## src/rtl/poly_pkg.sv

```systemverilog
// rtl/poly_pkg.sv - shared types and helpers for the polynomial accumulator
package poly_pkg;

  localparam int DEFAULT_WIDTH = 16;

  typedef enum logic [1:0] {
    ACC_IDLE,
    ACC_ACCUM,
    ACC_DONE
  } acc_state_t;

  // Two's-complement add overflow: operands agree in sign, result does not.
  function automatic logic add_ovf(input logic a_sign, input logic b_sign, input logic r_sign);
    return (a_sign == b_sign) && (r_sign != a_sign);
  endfunction

endpackage

```

## src/rtl/poly_acc_if.sv

```systemverilog
// rtl/poly_acc_if.sv - sample input, control and result handshake bundle
interface poly_acc_if #(
  parameter int WIDTH     = 16,
  parameter int ACC_WIDTH = 32,
  parameter int NW        = 8
);
  logic                        start;
  logic [NW-1:0]               n_samp;
  logic                        in_valid;
  logic signed [WIDTH-1:0]     in_data;
  logic                        busy;
  logic                        out_valid;
  logic                        out_ready;
  logic signed [ACC_WIDTH-1:0] out_sum;
  logic signed [WIDTH-1:0]     out_min;
  logic signed [WIDTH-1:0]     out_max;
  logic                        out_ovf;

  modport master (
    output start, n_samp, in_valid, in_data, out_ready,
    input  busy, out_valid, out_sum, out_min, out_max, out_ovf
  );

  modport slave (
    input  start, n_samp, in_valid, in_data, out_ready,
    output busy, out_valid, out_sum, out_min, out_max, out_ovf
  );
endinterface

```

## src/rtl/signed_minmax.sv

```systemverilog
// rtl/signed_minmax.sv - registered running signed min/max with clear and zero load
module signed_minmax #(
  parameter int WIDTH = 16
) (
  input  logic                    clk,
  input  logic                    rst_n,
  input  logic                    clear,
  input  logic                    zero,
  input  logic                    en,
  input  logic signed [WIDTH-1:0] din,
  output logic signed [WIDTH-1:0] min_val,
  output logic signed [WIDTH-1:0] max_val
);

  localparam logic signed [WIDTH-1:0] POS_MAX = {1'b0, {(WIDTH-1){1'b1}}};
  localparam logic signed [WIDTH-1:0] NEG_MIN = {1'b1, {(WIDTH-1){1'b0}}};

  // Zero load wins over clear; clear seeds extremes so the first sample always replaces them.
  always_ff @(posedge clk or negedge rst_n) begin
    if (!rst_n) begin
      min_val <= '0;
      max_val <= '0;
    end else if (zero) begin
      min_val <= '0;
      max_val <= '0;
    end else if (clear) begin
      min_val <= POS_MAX;
      max_val <= NEG_MIN;
    end else if (en) begin
      if (din < min_val) min_val <= din;
      if (din > max_val) max_val <= din;
    end
  end

endmodule

```

## src/rtl/poly_acc.sv

```systemverilog
// rtl/poly_acc.sv - windowed signed sum/min/max of a sample stream with result handshake
module poly_acc
  import poly_pkg::*;
#(
  parameter int WIDTH     = DEFAULT_WIDTH,
  parameter int ACC_WIDTH = 32,
  parameter int NW        = 8
) (
  input  logic        clk,
  input  logic        rst_n,
  poly_acc_if.slave   bus
);

  acc_state_t                  state_q, state_d;
  logic [NW-1:0]               n_q;
  logic [NW-1:0]               count_q;
  logic [NW-1:0]               count_inc;
  logic signed [ACC_WIDTH-1:0] sum_q;
  logic signed [ACC_WIDTH-1:0] in_ext;
  logic signed [ACC_WIDTH-1:0] sum_next;
  logic                        ovf_q;
  logic                        accept_start;
  logic                        take;
  logic                        last;
  logic                        mm_clear;
  logic                        mm_zero;

  assign accept_start = (state_q == ACC_IDLE) && bus.start;
  assign take         = (state_q == ACC_ACCUM) && bus.in_valid;
  assign count_inc    = count_q + 1'b1;
  assign last         = take && (count_inc == n_q);
  assign in_ext       = ACC_WIDTH'(bus.in_data);
  assign sum_next     = sum_q + in_ext;
  assign mm_zero      = accept_start && (bus.n_samp == '0);
  assign mm_clear     = accept_start;

  // State register.
  always_ff @(posedge clk or negedge rst_n) begin
    if (!rst_n) state_q <= ACC_IDLE;
    else        state_q <= state_d;
  end

  // Next-state logic; an empty window goes straight to DONE with zeroed results.
  always_comb begin
    state_d = state_q;
    case (state_q)
      ACC_IDLE: begin
        if (bus.start) state_d = (bus.n_samp == '0) ? ACC_DONE : ACC_ACCUM;
      end
      ACC_ACCUM: begin
        if (last) state_d = ACC_DONE;
      end
      ACC_DONE: begin
        if (bus.out_ready) state_d = ACC_IDLE;
      end
      default: state_d = ACC_IDLE;
    endcase
  end

  // Window length, sample counter, accumulator and sticky overflow.
  always_ff @(posedge clk or negedge rst_n) begin
    if (!rst_n) begin
      n_q     <= '0;
      count_q <= '0;
      sum_q   <= '0;
      ovf_q   <= 1'b0;
    end else if (accept_start) begin
      n_q     <= bus.n_samp;
      count_q <= '0;
      sum_q   <= '0;
      ovf_q   <= 1'b0;
    end else if (take) begin
      count_q <= count_inc;
      sum_q   <= sum_next;
      if (add_ovf(sum_q[ACC_WIDTH-1], in_ext[ACC_WIDTH-1], sum_next[ACC_WIDTH-1]))
        ovf_q <= 1'b1;
    end
  end

  signed_minmax #(.WIDTH(WIDTH)) u_minmax (
    .clk     (clk),
    .rst_n   (rst_n),
    .clear   (mm_clear),
    .zero    (mm_zero),
    .en      (take),
    .din     (bus.in_data),
    .min_val (bus.out_min),
    .max_val (bus.out_max)
  );

  assign bus.busy      = (state_q != ACC_IDLE);
  assign bus.out_valid = (state_q == ACC_DONE);
  assign bus.out_sum   = sum_q;
  assign bus.out_ovf   = ovf_q;

endmodule
```

## src/flat_wrapper.sv

```systemverilog
// flat-port wrapper written by rule: the top's interface ports become plain ports
module poly_acc_flat import poly_pkg::*;
#(
  parameter int WIDTH     = DEFAULT_WIDTH,
  parameter int ACC_WIDTH = 32,
  parameter int NW        = 8
)
  (clk, rst_n, bus_start, bus_n_samp, bus_in_valid, bus_in_data, bus_out_ready, bus_busy, bus_out_valid, bus_out_sum, bus_out_min, bus_out_max, bus_out_ovf);
  poly_acc_if #(.WIDTH(WIDTH), .ACC_WIDTH(ACC_WIDTH), .NW(NW)) bus_i ();
  input  logic clk;
  input  logic rst_n;
  input wire logic [$bits(bus_i.start)-1:0] bus_start;
  input wire logic [$bits(bus_i.n_samp)-1:0] bus_n_samp;
  input wire logic [$bits(bus_i.in_valid)-1:0] bus_in_valid;
  input wire logic [$bits(bus_i.in_data)-1:0] bus_in_data;
  input wire logic [$bits(bus_i.out_ready)-1:0] bus_out_ready;
  output wire logic [$bits(bus_i.busy)-1:0] bus_busy;
  output wire logic [$bits(bus_i.out_valid)-1:0] bus_out_valid;
  output wire logic [$bits(bus_i.out_sum)-1:0] bus_out_sum;
  output wire logic [$bits(bus_i.out_min)-1:0] bus_out_min;
  output wire logic [$bits(bus_i.out_max)-1:0] bus_out_max;
  output wire logic [$bits(bus_i.out_ovf)-1:0] bus_out_ovf;
  assign bus_i.start = bus_start;
  assign bus_i.n_samp = bus_n_samp;
  assign bus_i.in_valid = bus_in_valid;
  assign bus_i.in_data = bus_in_data;
  assign bus_i.out_ready = bus_out_ready;
  assign bus_busy = bus_i.busy;
  assign bus_out_valid = bus_i.out_valid;
  assign bus_out_sum = bus_i.out_sum;
  assign bus_out_min = bus_i.out_min;
  assign bus_out_max = bus_i.out_max;
  assign bus_out_ovf = bus_i.out_ovf;
  poly_acc #(.WIDTH(WIDTH), .ACC_WIDTH(ACC_WIDTH), .NW(NW)) u_core (.clk(clk), .rst_n(rst_n), .bus(bus_i));
endmodule
```

## config.mk

```make
export PLATFORM = sky130hd
export DESIGN_NAME = poly_acc_flat
export DESIGN_NICKNAME = d
export VERILOG_FILES = /design/src/rtl/poly_pkg.sv /design/src/rtl/poly_acc_if.sv /design/src/rtl/signed_minmax.sv /design/src/rtl/poly_acc.sv /design/src/flat_wrapper.sv
export SDC_FILE = /design/constraint.sdc
export NUM_CORES = 1
export LEC_CHECK = 0
export BUFFER_PORTS_ARGS = -buffer_cell sky130_fd_sc_hd__buf_4
export CORE_MARGIN = 1
export CORE_UTILIZATION = 40
export CTS_BUF_LIST = sky130_fd_sc_hd__clkbuf_8
export CTS_CLUSTER_DIAMETER = 50
export DETAILED_ROUTE_END_ITERATION = 12
export GPL_ROUTABILITY_DRIVEN = 0
export GPL_TIMING_DRIVEN = 0
export PLACE_DENSITY = 0.7
export SETUP_SLACK_MARGIN = 0.5
export SLEW_MARGIN = 40
export SYNTH_ARGS = -nofsm -noshare
export SYNTH_HDL_FRONTEND = slang
export SYNTH_SLANG_ARGS = --single-unit
export TNS_END_PERCENT = 100
```

## constraint.sdc

```tcl
create_clock -name clk -period 7.52 [get_ports clk]
set_input_delay 1.504 -clock clk [delete_from_list [all_inputs] [get_ports clk]]
set_output_delay 1.504 -clock clk [all_outputs]
set_load 0.03 [all_outputs]
```

==> qor.yml <==
yosys:
  synth_nets: 728
  synth_edf_count: 0
  yosys.area.top_type_share: 0.3628
  synth_compound_area_frac: 0.2173
  ys_ff_latch: 83
  synth_simple_gate_area_frac: 0.1366
  synth_area_per_cell_um2: 9.015
  synth_top_family_by_area: "compound AO/OA/AOI/OAI gates"
  syn_inst: 635
  ys_types: 60
  ys_warn_count: 0
  synthArstFlopShare: 1.000
  muxShareOfSynthArea: 0.02798
  synthAdderAreaFrac: 0.1412
  yosysSeqAreaShare: 0.3628
  yosysTopAreaCell: "dfrtp_1"
  synthFlopType: "dfrtp_1"
  synthTopCellsByArea: "dfrtp_1 (36%), ha_1 (14%), nand2_1 (5.6%)"
  syn_area_um2: 5724
  synthXorXnorAreaFrac: 0.06732
clock_tree:
  cts_made_buffers: 9
  postCtsSetupBuffers: 0
  clk-insertion-delay-late_ns: 0.39
  cts_buffer_depth: 2
  clkSinkCount: 83
  cts.repair.resized: 0
  cts_root_buf: "clkbuf_8"
  cts_tree: "yes"
  clkTransAtPathRegs_ns: 0.09
  cts_max_level: 3
  cts_hold_buf: 0
finish:
  most-common-layout-cells: "buf_4 (96), nand2_1 (85), dfrtp_1 (83), ha_1 (63), o21ai_0 (47)"
  fin_cells: 926
  final_util: 0.4918
  mostFrequentLayoutCell: "buf_4"
  nets: 834
  fillers: 1332
  drive_above_1_share: 0.1716
  syn2layout_area_growth_pct: 19.72
  diodes: 0
floorplanning:
  initial_core_util: 0.4108
  placementRows: 43
  fp.dieW_um: 121.6
  die_h_um: 121.6
  ios: 96
  core_um2: 13930
  die-area_um2: 14790
power_and_ir_drop:
  fin_total_pwr_mw: 2.855
  p_leak_nw: 3.362
  ir_drop_v: 0.0001712
  power_density_nw_per_um2: 416.6
worst_setup_path:
  r2r_end: "u_core.bus.out_sum[24]"
  cp.required_ns: 7.77
  reg2regPathDepth: 12
  worst_ep_arrival_time_ns: 4.06
  start_kind: "input port"
  end_kind: "flip-flop"
  crit_type: "input port to flip-flop"
  worstPathMaxFanout: 5
  ff2ff_setup_slack_ns: 4.53
  reg2reg_from: "u_core.bus.out_sum[0]"
status:
  status: "completed"
timing:
  setup_violations: 0
  rsz0062_at_grt: "no"
  skew_ns: 0.01367
  hold_viol: 0
  tightest_slew_ns: 0.6729
  relSlewSlack: 0.5514
  min_period_ns: 3.812
  fin_tns_setup_ns: 0
  setup_ws_ns: 3.708
  finalCritPeriodShare: 0.5069
  timing.fmax_mhz: 262.3
  slew_violations: 0
routing:
  vias_per_cell: 5.251
  ant_nets: 0
  drc_errors: 0
  first_pass_iters: 4
  vias: 4862
  wl_per_cell_um: 15.52
  drtIter0Drc: 250
  drt-total-wl_mm: 14.37
grt:
  overflow: 0
  grt_max_degree: 84
  grt_pass1_vias: 4772
  grt_usage: 0.2057
  antenna_found_initial: 0
  grt_pass1_wl_mm: 23.69
worst_hold_path:
  hold_path_end: "u_core.n_q[0]"
  hp-class: "flip-flop to flip-flop"
  hp-start: "u_core.n_q[0]"
  whs_path_depth: 2
placed_design:
  hpwl_mm: 10.94
  placed_cells: 910
  port_buffers: 95
  place_ws_ns: 3.348
run:
  max_cap_violations: 0
-- area by class of cell --
| cell class | count | area (um^2) | area share |
|---|---|---|---|
| plain buffers | 23 | 95.09 | 0.01388 |
| clock buffers | 9 | 123.9 | 0.01808 |
| clock inverters | 7 | 60.06 | 0.008764 |
| inverters | 46 | 172.7 | 0.02520 |
| multi-input cells | 483 | 3379 | 0.4932 |
| flip-flops and latches | 83 | 2077 | 0.3031 |
| well taps | 180 | 225.2 | 0.03286 |
| repair buffers | 95 | 719.4 | 0.1050 |
-- sequential cells by signal, summed over array words and instances (netlist names) --
name	flops
u_core.bus.out_ovf	1
u_core.count_q	8
u_core.bus.out_sum	32
u_core.u_minmax.min_val	16
u_core.state_q	2
u_core.n_q	8
u_core.u_minmax.max_val	16
-- metrics by stage --
| stage | area (um^2) | hold WS (ns) |
|---|---|---|
| 3_5_place_dp | 6666 | 0.4876 |
| 5_1_grt | 6853 | 0.5392 |
| 6_report | 6853 | 0.5062 |
| 2_1_floorplan | 5724 | 0.4652 |
| 3_3_place_gp | 6663 | 0.4828 |
| 4_1_cts | 6850 | 0.5103 |
-- worst max path at each step --
stage | startpoint | end | slack [ns]
2_1_floorplan | bus_in_data[0] | u_core.bus.out_sum[24] | 3.78
5_1_grt | bus_in_data[0] | u_core.bus.out_sum[24] | 3.57
3_3_place_gp | bus_in_data[0] | u_core.bus.out_sum[24] | 3.33
3_5_place_dp | bus_in_data[0] | u_core.bus.out_sum[24] | 3.35
6_report | bus_in_data[0] | u_core.bus.out_sum[24] | 3.71
4_1_cts | bus_in_data[0] | u_core.bus.out_sum[24] | 3.74
-- critical path, stage by stage --
cell and delay (ns):
buf_4 0.13, ha_1 0.20, inv_1 0.07, fa_1 0.21, nor2b_1 0.06, o21a_1 0.18
a311o_2 0.44, a31oi_4 0.21, o221ai_2 0.15, a221oi_2 0.45, o31a_1 0.20, xor2_1 0.17
o21ai_1 0.07
-- cell usage after synthesis (all sizes together) (2+ instances only) --
library cell and instances:
nor4 3, a21oi 44, and4 3, and2 2
or2 2, clkbuf 18, mux2i 16, a31oi 2
and3 2, o31ai 3, o31a 2, nand2b 5
nand3 15, nand3b 2, ha 63, o21a 9
nor2b 7, a221oi 3, a211oi 3, nor3 2
dfrtp 83, a21o 15, nand2 85, o221a 15
a311o 2, buf 5, xnor2 25, nor3b 2
o21bai 4, a22o 3, nand4 5, a311oi 2
xor2 19, o211ai 5, o21ai 61, inv 46
nor2 38, a21boi 2
-- metal layers --
metal,up-vias,part of all wire,track usage
li1,2472,-,-
met1,2274,0.49,0.2830
met2,99,0.45,0.3317
met3,17,0.044,0.02856
met4,0,0.015,0.06867
met5,-,0,0
-- power breakdown --
group          switching, mW  internal [mW]
clock network          0.190          0.126
logic                   1.05          0.707
registers              0.159          0.626
total                   1.40           1.46
-- kinds of logic after synthesis --
logic type               after synthesis
flip-flops                            83
XOR/XNOR                              44
adder cells (fa/ha/maj)               64
AND/OR/NAND/NOR                      175
AO/OA/AOI/OAI                        184
buffers and inverters                 69
multiplexers                          16
Note: power is estimated with default switching activity, not from simulation.
